**config.mk**
```make
export PLATFORM = sky130hd
export DESIGN_NAME = irq_controller_flat
export DESIGN_NICKNAME = d
export VERILOG_FILES = /design/src/rtl/irq_controller_if.sv /design/src/rtl/irq_controller.sv /design/src/flat_wrapper.sv
export SDC_FILE = /design/constraint.sdc
export NUM_CORES = 1
export LEC_CHECK = 0
export ABC_CLOCK_PERIOD_IN_PS = 11060
export CAP_MARGIN = 15
export CORE_ASPECT_RATIO = 0.8
export CORE_MARGIN = 5
export CORE_UTILIZATION = 59
export CTS_CLUSTER_DIAMETER = 150
export DETAILED_ROUTE_END_ITERATION = 8
export HOLD_SLACK_MARGIN = 0.12
export PLACE_DENSITY = 0.9
export RECOVER_POWER = 100
export SLEW_MARGIN = 20
export SYNTH_ARGS = -nofsm -noshare
export SYNTH_HDL_FRONTEND = slang
export SYNTH_SLANG_ARGS = --single-unit
```
**constraint.sdc**
```tcl
create_clock -name clk -period 11.06 [get_ports clk]
set_input_delay 1.106 -clock clk [delete_from_list [all_inputs] [get_ports clk]]
set_output_delay 1.106 -clock clk [all_outputs]
set_load 0.1 [all_outputs]
```
**src/rtl/irq_controller_if.sv**
```systemverilog
// Request/status bundle between the board-side interrupt lines, the PC
// interrupt-nesting stage and the irq_controller front end.
interface irq_controller_if #(
    parameter int CNT_W = 8
);
    logic [2:0]       irq_raw;
    logic [2:0]       irq_mask;
    logic [2:0]       running;
    logic [2:0]       done;
    logic [2:0]       int_req;
    logic [2:0]       pending;
    logic [2:0]       in_service;
    logic [1:0]       active_level;
    logic             busy;
    logic [CNT_W-1:0] drop_cnt;

    // Controller side
    modport slave (
        input  irq_raw, irq_mask, running, done,
        output int_req, pending, in_service, active_level, busy, drop_cnt
    );

    // Environment side (board lines, PC, decoder)
    modport master (
        output irq_raw, irq_mask, running, done,
        input  int_req, pending, in_service, active_level, busy, drop_cnt
    );
endinterface

```
**src/rtl/irq_controller.sv**
```systemverilog
// Interrupt front end: synchronise/debounce three request lines, latch them as
// pending, arbitrate against the in-service level and handshake with the PC.
module irq_controller #(
    parameter int SYNC_STAGES     = 2,
    parameter int DEBOUNCE_CYCLES = 16,
    parameter int ACK_TIMEOUT     = 64,
    parameter int CNT_W           = 8
) (
    input  logic           clk,
    input  logic           rst,
    irq_controller_if.slave bus
);
    localparam int DB_W = $clog2(DEBOUNCE_CYCLES + 1);
    localparam int TO_W = $clog2(ACK_TIMEOUT);
    localparam logic [DB_W-1:0] DB_MAX = DB_W'(DEBOUNCE_CYCLES - 1);
    localparam logic [TO_W-1:0] TO_MAX = TO_W'(ACK_TIMEOUT - 1);

    typedef enum logic {S_IDLE, S_REQ} state_t;

    logic [SYNC_STAGES-1:0][2:0] r_sync;
    logic [2:0]       w_synced;
    logic [2:0]       r_deb;
    logic [2:0]       r_deb_d;
    logic [DB_W-1:0]  r_db_cnt [3];
    logic [2:0]       w_event;
    logic [2:0]       r_run_d;
    logic [2:0]       w_run_rise;
    logic [2:0]       w_run_fall;
    logic [2:0]       r_pending;
    logic [2:0]       w_pending_nxt;
    logic [2:0]       r_in_service;
    logic [2:0]       w_in_service_nxt;
    logic [1:0]       w_active;
    logic [2:0]       w_cand;
    logic [CNT_W-1:0] r_drop;
    logic [CNT_W-1:0] w_drop_nxt;
    logic [2:0]       w_drop_inc;
    logic [CNT_W+2:0] w_drop_sum;
    state_t           r_state;
    state_t           w_state_nxt;
    logic [2:0]       r_req;
    logic [2:0]       w_req_nxt;
    logic [TO_W-1:0]  r_tmo;
    logic [TO_W-1:0]  w_tmo_nxt;
    logic             w_tmo_fire;

    assign w_synced   = r_sync[SYNC_STAGES-1];
    assign w_event    = r_deb & ~r_deb_d;
    assign w_run_rise = bus.running & ~r_run_d;
    assign w_run_fall = ~bus.running & r_run_d;

    always_ff @(posedge clk) begin
        if (rst) begin
            r_sync  <= '0;
            r_run_d <= '0;
        end else begin
            r_sync  <= {r_sync[SYNC_STAGES-2:0], bus.irq_raw};
            r_run_d <= bus.running;
        end
    end

    // The debounced level only flips after DEBOUNCE_CYCLES consecutive mismatches.
    always_ff @(posedge clk) begin
        if (rst) begin
            r_deb   <= '0;
            r_deb_d <= '0;
            for (int unsigned i = 0; i < 3; i++) r_db_cnt[i] <= '0;
        end else begin
            r_deb_d <= r_deb;
            for (int unsigned i = 0; i < 3; i++) begin
                if (w_synced[i] != r_deb[i]) begin
                    if (r_db_cnt[i] == DB_MAX) begin
                        r_deb[i]    <= w_synced[i];
                        r_db_cnt[i] <= '0;
                    end else begin
                        r_db_cnt[i] <= r_db_cnt[i] + 1'b1;
                    end
                end else begin
                    r_db_cnt[i] <= '0;
                end
            end
        end
    end

    always_comb begin
        w_active = 2'd0;
        if (r_in_service[2])      w_active = 2'd3;
        else if (r_in_service[1]) w_active = 2'd2;
        else if (r_in_service[0]) w_active = 2'd1;
    end

    // Highest eligible level strictly above the level currently being serviced.
    always_comb begin
        logic [2:0] elig;
        elig = '0;
        for (int unsigned i = 0; i < 3; i++)
            elig[i] = r_pending[i] & bus.irq_mask[i] & (2'(i + 1) > w_active);
        w_cand = '0;
        if (elig[2])      w_cand = 3'b100;
        else if (elig[1]) w_cand = 3'b010;
        else if (elig[0]) w_cand = 3'b001;
    end

    always_ff @(posedge clk) begin
        if (rst) begin
            r_state <= S_IDLE;
            r_req   <= '0;
            r_tmo   <= '0;
        end else begin
            r_state <= w_state_nxt;
            r_req   <= w_req_nxt;
            r_tmo   <= w_tmo_nxt;
        end
    end

    always_comb begin
        w_state_nxt = r_state;
        w_req_nxt   = r_req;
        w_tmo_nxt   = r_tmo;
        w_tmo_fire  = 1'b0;
        case (r_state)
            S_IDLE: begin
                w_req_nxt = '0;
                if (w_cand != '0) begin
                    w_state_nxt = S_REQ;
                    w_req_nxt   = w_cand;
                    w_tmo_nxt   = '0;
                end
            end
            S_REQ: begin
                if ((w_run_rise & r_req) != '0) begin
                    w_state_nxt = S_IDLE;
                    w_req_nxt   = '0;
                end else if (r_tmo == TO_MAX) begin
                    w_tmo_fire  = 1'b1;
                    w_state_nxt = S_IDLE;
                    w_req_nxt   = '0;
                end else begin
                    w_tmo_nxt = r_tmo + 1'b1;
                end
            end
            default: begin
                w_state_nxt = S_IDLE;
                w_req_nxt   = '0;
            end
        endcase
    end

    // Ack beats a same-cycle event (event counted as lost); clear beats set for in_service.
    always_comb begin
        w_pending_nxt    = r_pending;
        w_in_service_nxt = r_in_service;
        w_drop_inc       = '0;
        for (int unsigned i = 0; i < 3; i++) begin
            if (w_tmo_fire && r_req[i]) begin
                w_pending_nxt[i] = 1'b0;
                w_drop_inc       = w_drop_inc + 3'd1;
            end
            if (w_run_rise[i]) begin
                w_pending_nxt[i]    = 1'b0;
                w_in_service_nxt[i] = 1'b1;
            end
            if (w_event[i] && bus.irq_mask[i]) begin
                if (w_run_rise[i] || r_pending[i] || r_in_service[i])
                    w_drop_inc = w_drop_inc + 3'd1;
                else
                    w_pending_nxt[i] = 1'b1;
            end
            if ((bus.done[i] && r_in_service[i]) || w_run_fall[i])
                w_in_service_nxt[i] = 1'b0;
        end
    end

    always_comb begin
        w_drop_sum = {3'b000, r_drop} + (CNT_W+3)'(w_drop_inc);
        if (w_drop_sum > {3'b000, {CNT_W{1'b1}}})
            w_drop_nxt = '1;
        else
            w_drop_nxt = w_drop_sum[CNT_W-1:0];
    end

    always_ff @(posedge clk) begin
        if (rst) begin
            r_pending    <= '0;
            r_in_service <= '0;
            r_drop       <= '0;
        end else begin
            r_pending    <= w_pending_nxt;
            r_in_service <= w_in_service_nxt;
            r_drop       <= w_drop_nxt;
        end
    end

    assign bus.int_req      = r_req;
    assign bus.pending      = r_pending;
    assign bus.in_service   = r_in_service;
    assign bus.active_level = w_active;
    assign bus.busy         = (r_state == S_REQ);
    assign bus.drop_cnt     = r_drop;
endmodule

```
**src/flat_wrapper.sv**
```systemverilog
// flat-port wrapper written by rule: the top's interface ports become plain ports
module irq_controller_flat 
#(
    parameter int SYNC_STAGES     = 2,
    parameter int DEBOUNCE_CYCLES = 16,
    parameter int ACK_TIMEOUT     = 64,
    parameter int CNT_W           = 8
)
  (clk, rst, bus_irq_raw, bus_irq_mask, bus_running, bus_done, bus_int_req, bus_pending, bus_in_service, bus_active_level, bus_busy, bus_drop_cnt);
  irq_controller_if #(.CNT_W(CNT_W)) bus_i ();
  input  logic clk;
  input  logic rst;
  input wire logic [$bits(bus_i.irq_raw)-1:0] bus_irq_raw;
  input wire logic [$bits(bus_i.irq_mask)-1:0] bus_irq_mask;
  input wire logic [$bits(bus_i.running)-1:0] bus_running;
  input wire logic [$bits(bus_i.done)-1:0] bus_done;
  output wire logic [$bits(bus_i.int_req)-1:0] bus_int_req;
  output wire logic [$bits(bus_i.pending)-1:0] bus_pending;
  output wire logic [$bits(bus_i.in_service)-1:0] bus_in_service;
  output wire logic [$bits(bus_i.active_level)-1:0] bus_active_level;
  output wire logic [$bits(bus_i.busy)-1:0] bus_busy;
  output wire logic [$bits(bus_i.drop_cnt)-1:0] bus_drop_cnt;
  assign bus_i.irq_raw = bus_irq_raw;
  assign bus_i.irq_mask = bus_irq_mask;
  assign bus_i.running = bus_running;
  assign bus_i.done = bus_done;
  assign bus_int_req = bus_i.int_req;
  assign bus_pending = bus_i.pending;
  assign bus_in_service = bus_i.in_service;
  assign bus_active_level = bus_i.active_level;
  assign bus_busy = bus_i.busy;
  assign bus_drop_cnt = bus_i.drop_cnt;
  irq_controller #(.SYNC_STAGES(SYNC_STAGES), .DEBOUNCE_CYCLES(DEBOUNCE_CYCLES), .ACK_TIMEOUT(ACK_TIMEOUT), .CNT_W(CNT_W)) u_core (.clk(clk), .rst(rst), .bus(bus_i));
endmodule
```
==> metrics.txt <==
outcome finished with violations; failing checks capacitance limit, slew limit; Core Util, Final 0.714; Place WS roughly 4700 ps; io pins 34; critical path class input port to flip-flop; worst path bufs/invs 4; # setup viols final 0; Cell Int Power 0.000264 W; hold crit path type flip-flop to flip-flop; layout cells sized above 1 0.0299; VDD IR max approximately 0.076 mV; HP Start u_core.r_sync[0]$_SDFF_PP0_; final hold violations 0; fin crit period 6640 ps; Synth area leaders dfxtp_1, edfxtp_1, ha_1; gr busiest metal met2; Comb power frac 0.096; DRC errors left 0; CTS sink count 54; Yosys reg bits 54; Lkg Pwr ~1.4 nW; Most common cell on crit path ha_1; Tot Pwr ~0.00035 W; Seq. cell area roughly 1200 sq um; cell family with most CP delay simple AND/OR/NAND/NOR gates; NetSw around 0.000091 W; synthesized cell area 2720 sq um; R2R Setup Slk around 5200 ps; Die Wd ~86 microns; EDFF count, synth 15; Synth cell types between 50 and 60; number of global-route vias before repair between 2000 and 2500; Area Growth Syn to Fin 18.7%; synth warn 0; critical path's slowest cell dlygate4sd3_1; Initial Utilization 0.601; CP arrival ~6800 ps; Clock transition at path regs 90 ps; Setup TNS Final 0 ps; initial antenna violation count 0; RSZ-0062 raised after global routing false; Avg Cell Area, Syn about 9.6 sq um; crit path launch type input port; Peak Freq roughly 0.15 GHz; core area 4510 sq um; Slew Limit Fails 40; Starting DRT DRC Count between 200 and 300; Overflow after GRT 0; Setup Skew about 8.7 ps; H-tree depth 2; filler instances approximately 370; Hold Crit Depth 1; Sw Share 0.255; Seq/Total Area, Yosys 0.453; GR Util met2 0.332; met3 GRT Util 0.0477; largest net degree at the start of global routing 40; area leader, netlist dfxtp_1; period utilization 0.600; post-CTS setup buffers 0; # resized after CTS 0; Cells after Synth ~280; die area 6070 sq um; routability cong. approximately 0.9; global-route total usage across every layer 0.199; worst r2r src u_core.r_tmo[0]$_SDFFE_PP0P_; n_diodes 0; CTS tree built; Die Height 70.7 microns; Req. time, crit path between 10000 and 15000 ps; CTS buffer count 5; critical-path maximum fanout 7; First-pass DRT Iterations 6; post-route antenna net violation count 0; post-layout net count about 360; Multi-input gate area 1430 sq um; first-pass GRT wire length around 9500 microns; max_cap viols 1; CP Depth 27; Power Density between 100 and 150 nW/um^2; Crit path largest cell delay 570 ps; Clk pwr share 0.308; top cell type's share of synthesized area 0.288; vias 2178; CTS root buf clkbuf_8; via/cell ratio 5.53; Avg WL per Cell between 10 and 15 microns; Worst-Skew Late Latency between 300 and 400 ps; routing usage on met1 0.260; Tightest Pin Transition approximately 1600 ps; sequential power share 0.596; Final WS setup 4420 ps; ys async rst share 0; Port Buffer Count 33; hold_buf cts 0; clock buffer depth 2; Slew HR -0.0926; crit end category flip-flop; DP HPWL 4340 microns; crit path from bus_running[1]; row count 22; top_reg_cell synth dfxtp_1; worst r2r path cells 27; Detailed Route WL 5790 microns
[power by group through the flow]
stage,sequential (W),combinational [W],clock [W]
after floorplan,0.000221,0.0000186,0
after CTS,0.000212,0.0000349,0.000111
after global placement,0.000216,0.0000342,0
after detailed placement,0.000216,0.0000348,0
final,0.000212,0.0000341,0.000109
after global routing,0.000212,0.0000367,0.000122
[worst reg2reg max path, delay by kind of cell, from the launching register on]
family                   cells  cell delay, ps
adder cells (fa/ha/maj)      6            1490
AND/OR/NAND/NOR              9            1410
AO/OA/AOI/OAI                5            1180
XOR/XNOR                     4             860
flip-flops                   1             390
buffers and inverters        3             340
[synth_stat cells (2+ instances only)]
library cell	n
and3_1	4
or2_2	2
nor3_1	3
nand2b_1	3
inv_1	17
o2111ai_1	3
nand2_1	11
edfxtp_1	15
xnor2_1	12
nor2b_1	12
o31a_1	3
ha_1	14
o21ai_0	4
nor2_1	46
a211oi_1	3
a21oi_1	16
a21o_1	2
nand3_1	9
o31ai_1	2
clkbuf_1	4
and2_1	2
and4_1	2
or3_1	4
a22oi_1	4
xor2_1	12
dfxtp_1	39
nand3b_1	4
and3b_1	4
mux2i_1	5
[cell families after synthesis]
family	count (synthesis)	share of synthesized area
compound gates	48	0.121
other cells	1	0.00138
buf+inv	24	0.0364
xor+xnor	25	0.0857
flops	54	0.453
simple gates	112	0.212
fa+ha+maj	15	0.0719
mux	5	0.0184
[sequential cells by signal (all words and copies together), names as in the netlist]
signal                 cells
u_core.r_db_cnt           15
u_core.bus.drop_cnt        8
u_core.r_tmo               6
u_core.bus.in_service      3
u_core.bus.int_req         3
u_core.bus.pending         3
u_core.r_deb               3
u_core.r_deb_d             3
u_core.r_run_d             3
u_core.r_sync              3
u_core.w_synced            3
u_core.bus.busy            1
[cell type report]
type                            count  share of cell area
Inverter                           18              0.0210
Sequential cell                    54               0.382
Multi-Input combinational cell    220               0.444
Clock inverter                      2             0.00388
Clock buffer                        6              0.0225
Tap cell                           60              0.0233
Timing Repair Buffer               34               0.104
[per-stage QoR]
stage               cells  instance area (sq um)  hold slack (ps)
floorplan             298                   2770              414
finish                394                   3220              449
global placement      386                   3150              416
global route          394                   3220              466
detailed placement    386                   3150              428
CTS                   394                   3230              452
[layout by cell type (no fill, tap or decap), drive strengths merged, types with 7 or more instances in the layout]
| cell | instances |
|---|---|
| nand3 | 9 |
| inv | 19 |
| nor2 | 46 |
| dlygate4sd3 | 22 |
| xor2 | 12 |
| clkbuf | 7 |
| nand2 | 11 |
| ha | 14 |
| dfxtp | 39 |
| conb | 15 |
| xnor2 | 12 |
| edfxtp | 15 |
| a21oi | 16 |
| nor2b | 12 |
| clkdlybuf4s50 | 11 |
[worst paths after layout]
kind                                                          end
worst min-delay path                u_core.w_synced[0]$_SDFF_PP0_
worst max-delay path            u_core.bus.drop_cnt[1]$_SDFF_PP0_
worst max register to register  u_core.bus.drop_cnt[1]$_SDFF_PP0_
worst min register to register      u_core.w_synced[0]$_SDFF_PP0_
[layer usage]
layer | vias up | wire length (microns)
met4 | 0 | 138
li1 | 1068 | -
met3 | 18 | 419
met5 | - | 0
met2 | 75 | 2740
met1 | 1017 | 2490
(Power assumes the default switching activity.)
==> RTL change (same flow settings) <==
`DEBOUNCE_CYCLES` is set to 16 in 2 places; all go to 32.
--- a/src/rtl/irq_controller.sv
+++ b/src/rtl/irq_controller.sv
@@ -4,3 +4,3 @@
     parameter int SYNC_STAGES     = 2,
-    parameter int DEBOUNCE_CYCLES = 16,
+    parameter int DEBOUNCE_CYCLES = 32,
     parameter int ACK_TIMEOUT     = 64,
--- a/src/flat_wrapper.sv
+++ b/src/flat_wrapper.sv
@@ -4,3 +4,3 @@
     parameter int SYNC_STAGES     = 2,
-    parameter int DEBOUNCE_CYCLES = 16,
+    parameter int DEBOUNCE_CYCLES = 32,
     parameter int ACK_TIMEOUT     = 64,
Formal check against the unedited RTL: no difference found for any inputs over 10 cycles, from zero or initial values and one cycle with rst high; that may be too few to reach the edited logic, so the function may still have changed.
==> RTL change against the original RTL <==
- the flow still finishes with violations (capacitance limit, slew limit)
- power is 40% higher
- wire length increased by 8.2%
- synthesized area increased by 6.3%
- final area is 10% higher
- via count is 8.2% higher
- critical path depth shrank 2
- worst setup slack improved by 0.16 ns
- sequential cell count increased by 3
- fmax grew 2.5%
- critical endpoint is now u_core.bus.drop_cnt[3]
- highest routed layer unchanged
==> RTL change: results (changes against the original RTL) <==
* FF+latch area at 0.00132 mm² (+7.3%)
* Reg2Reg Setup Slack at 5.40 ns (+0.19 ns)
* Critical-path maximum fanout at 9 (+2)
* Failing checks: capacitance limit, slew limit
* Slew @ Worst Pin at 1.61 ns (-0.0261 ns)
* DR vias at 2,356 (+8.2%)
* Synth cell count leaders: nor2_1, dfxtp_1, edfxtp_1, xor2_1, a21oi_1
* FF+latch count at 57 (+5.6%)
* Max reg flops at 18 (+3)
* Synth cell types at 44 (-15%)
* Leakage at 0.00147 µW (+5.9%)
* Multi-input gates at 241 (+9.5%)
* Sw frac at 0.222 (-0.0335)
* Hold EP: u_core.w_synced[2]
* Post-synthesis cell count at 302 (+6.3%)
* WL met2 at 3050 µm (+11%)
* Max Slew Vio Count at 40 (unchanged)
* Met3 usage at 0.0806 (+0.0329)
* Status: complete, but fails checks
* FF-to-FF End: u_core.bus.drop_cnt[3]
* Reg2reg path depth at 25 (-7.4%)
* First-pass GRT wire length at 10,800 µm (+13%)
* Grt met1 use at 0.258 (-0.00225)
* M1 WL at 2620 µm (+5.0%)
* Detailed Place HPWL at 4510 µm (+4.0%)
* Mapped cell area at 0.00289 mm² (+6.3%)
* Worst-Skew Late Latency at 0.34 ns (+0.03 ns)
* WL met3 at 482 µm (+15%)
* Clk cell area share at 0.0684 (+0.0420)
* Gpl congestion at 0.859 (-4.9%)
* Worst Path Arrival at 6.72 ns (-0.05 ns)
* H-tree levels at 3 (+1)
* Area contributors post-synth: dfxtp_1, edfxtp_1, nor2_1, xor2_1, ha_1
* Dpl cells at 405 (+4.9%)
* Max-cap violation count at 1 (unchanged)
* Vias in the first global route at 2,358 (+14%)
* Clock Power Share at 0.475 (+0.167)
* Reg clk slew, reported paths at 0.07 ns (-0.02 ns)
==> RTL change: cell count changes in the layout (fill, tap and decap cells not counted), sizes merged, moves of 3 or more <==
cell / before / now
inv: 19 / 13
nor2: 46 / 51
bufinv: 0 / 3
ha: 14 / 11
o2111ai: 3 / 6
or2: 3 / 6
xor2: 12 / 17
edfxtp: 15 / 18
clkbuf: 7 / 11
conb: 15 / 18
o211ai: 1 / 4
nand2: 11 / 14
==> RTL change: worst max path at each step <==
stage | start | end | cells past startpoint
floorplan | bus_running[0] | u_core.bus.drop_cnt[0] | 26
global placement | bus_running[0] | u_core.bus.drop_cnt[0] | 25
detailed placement | bus_running[0] | u_core.bus.drop_cnt[3] | 25
CTS | bus_running[0] | u_core.bus.drop_cnt[3] | 25
global route | bus_running[0] | u_core.bus.drop_cnt[3] | 25
finish | bus_running[0] | u_core.bus.drop_cnt[3] | 25
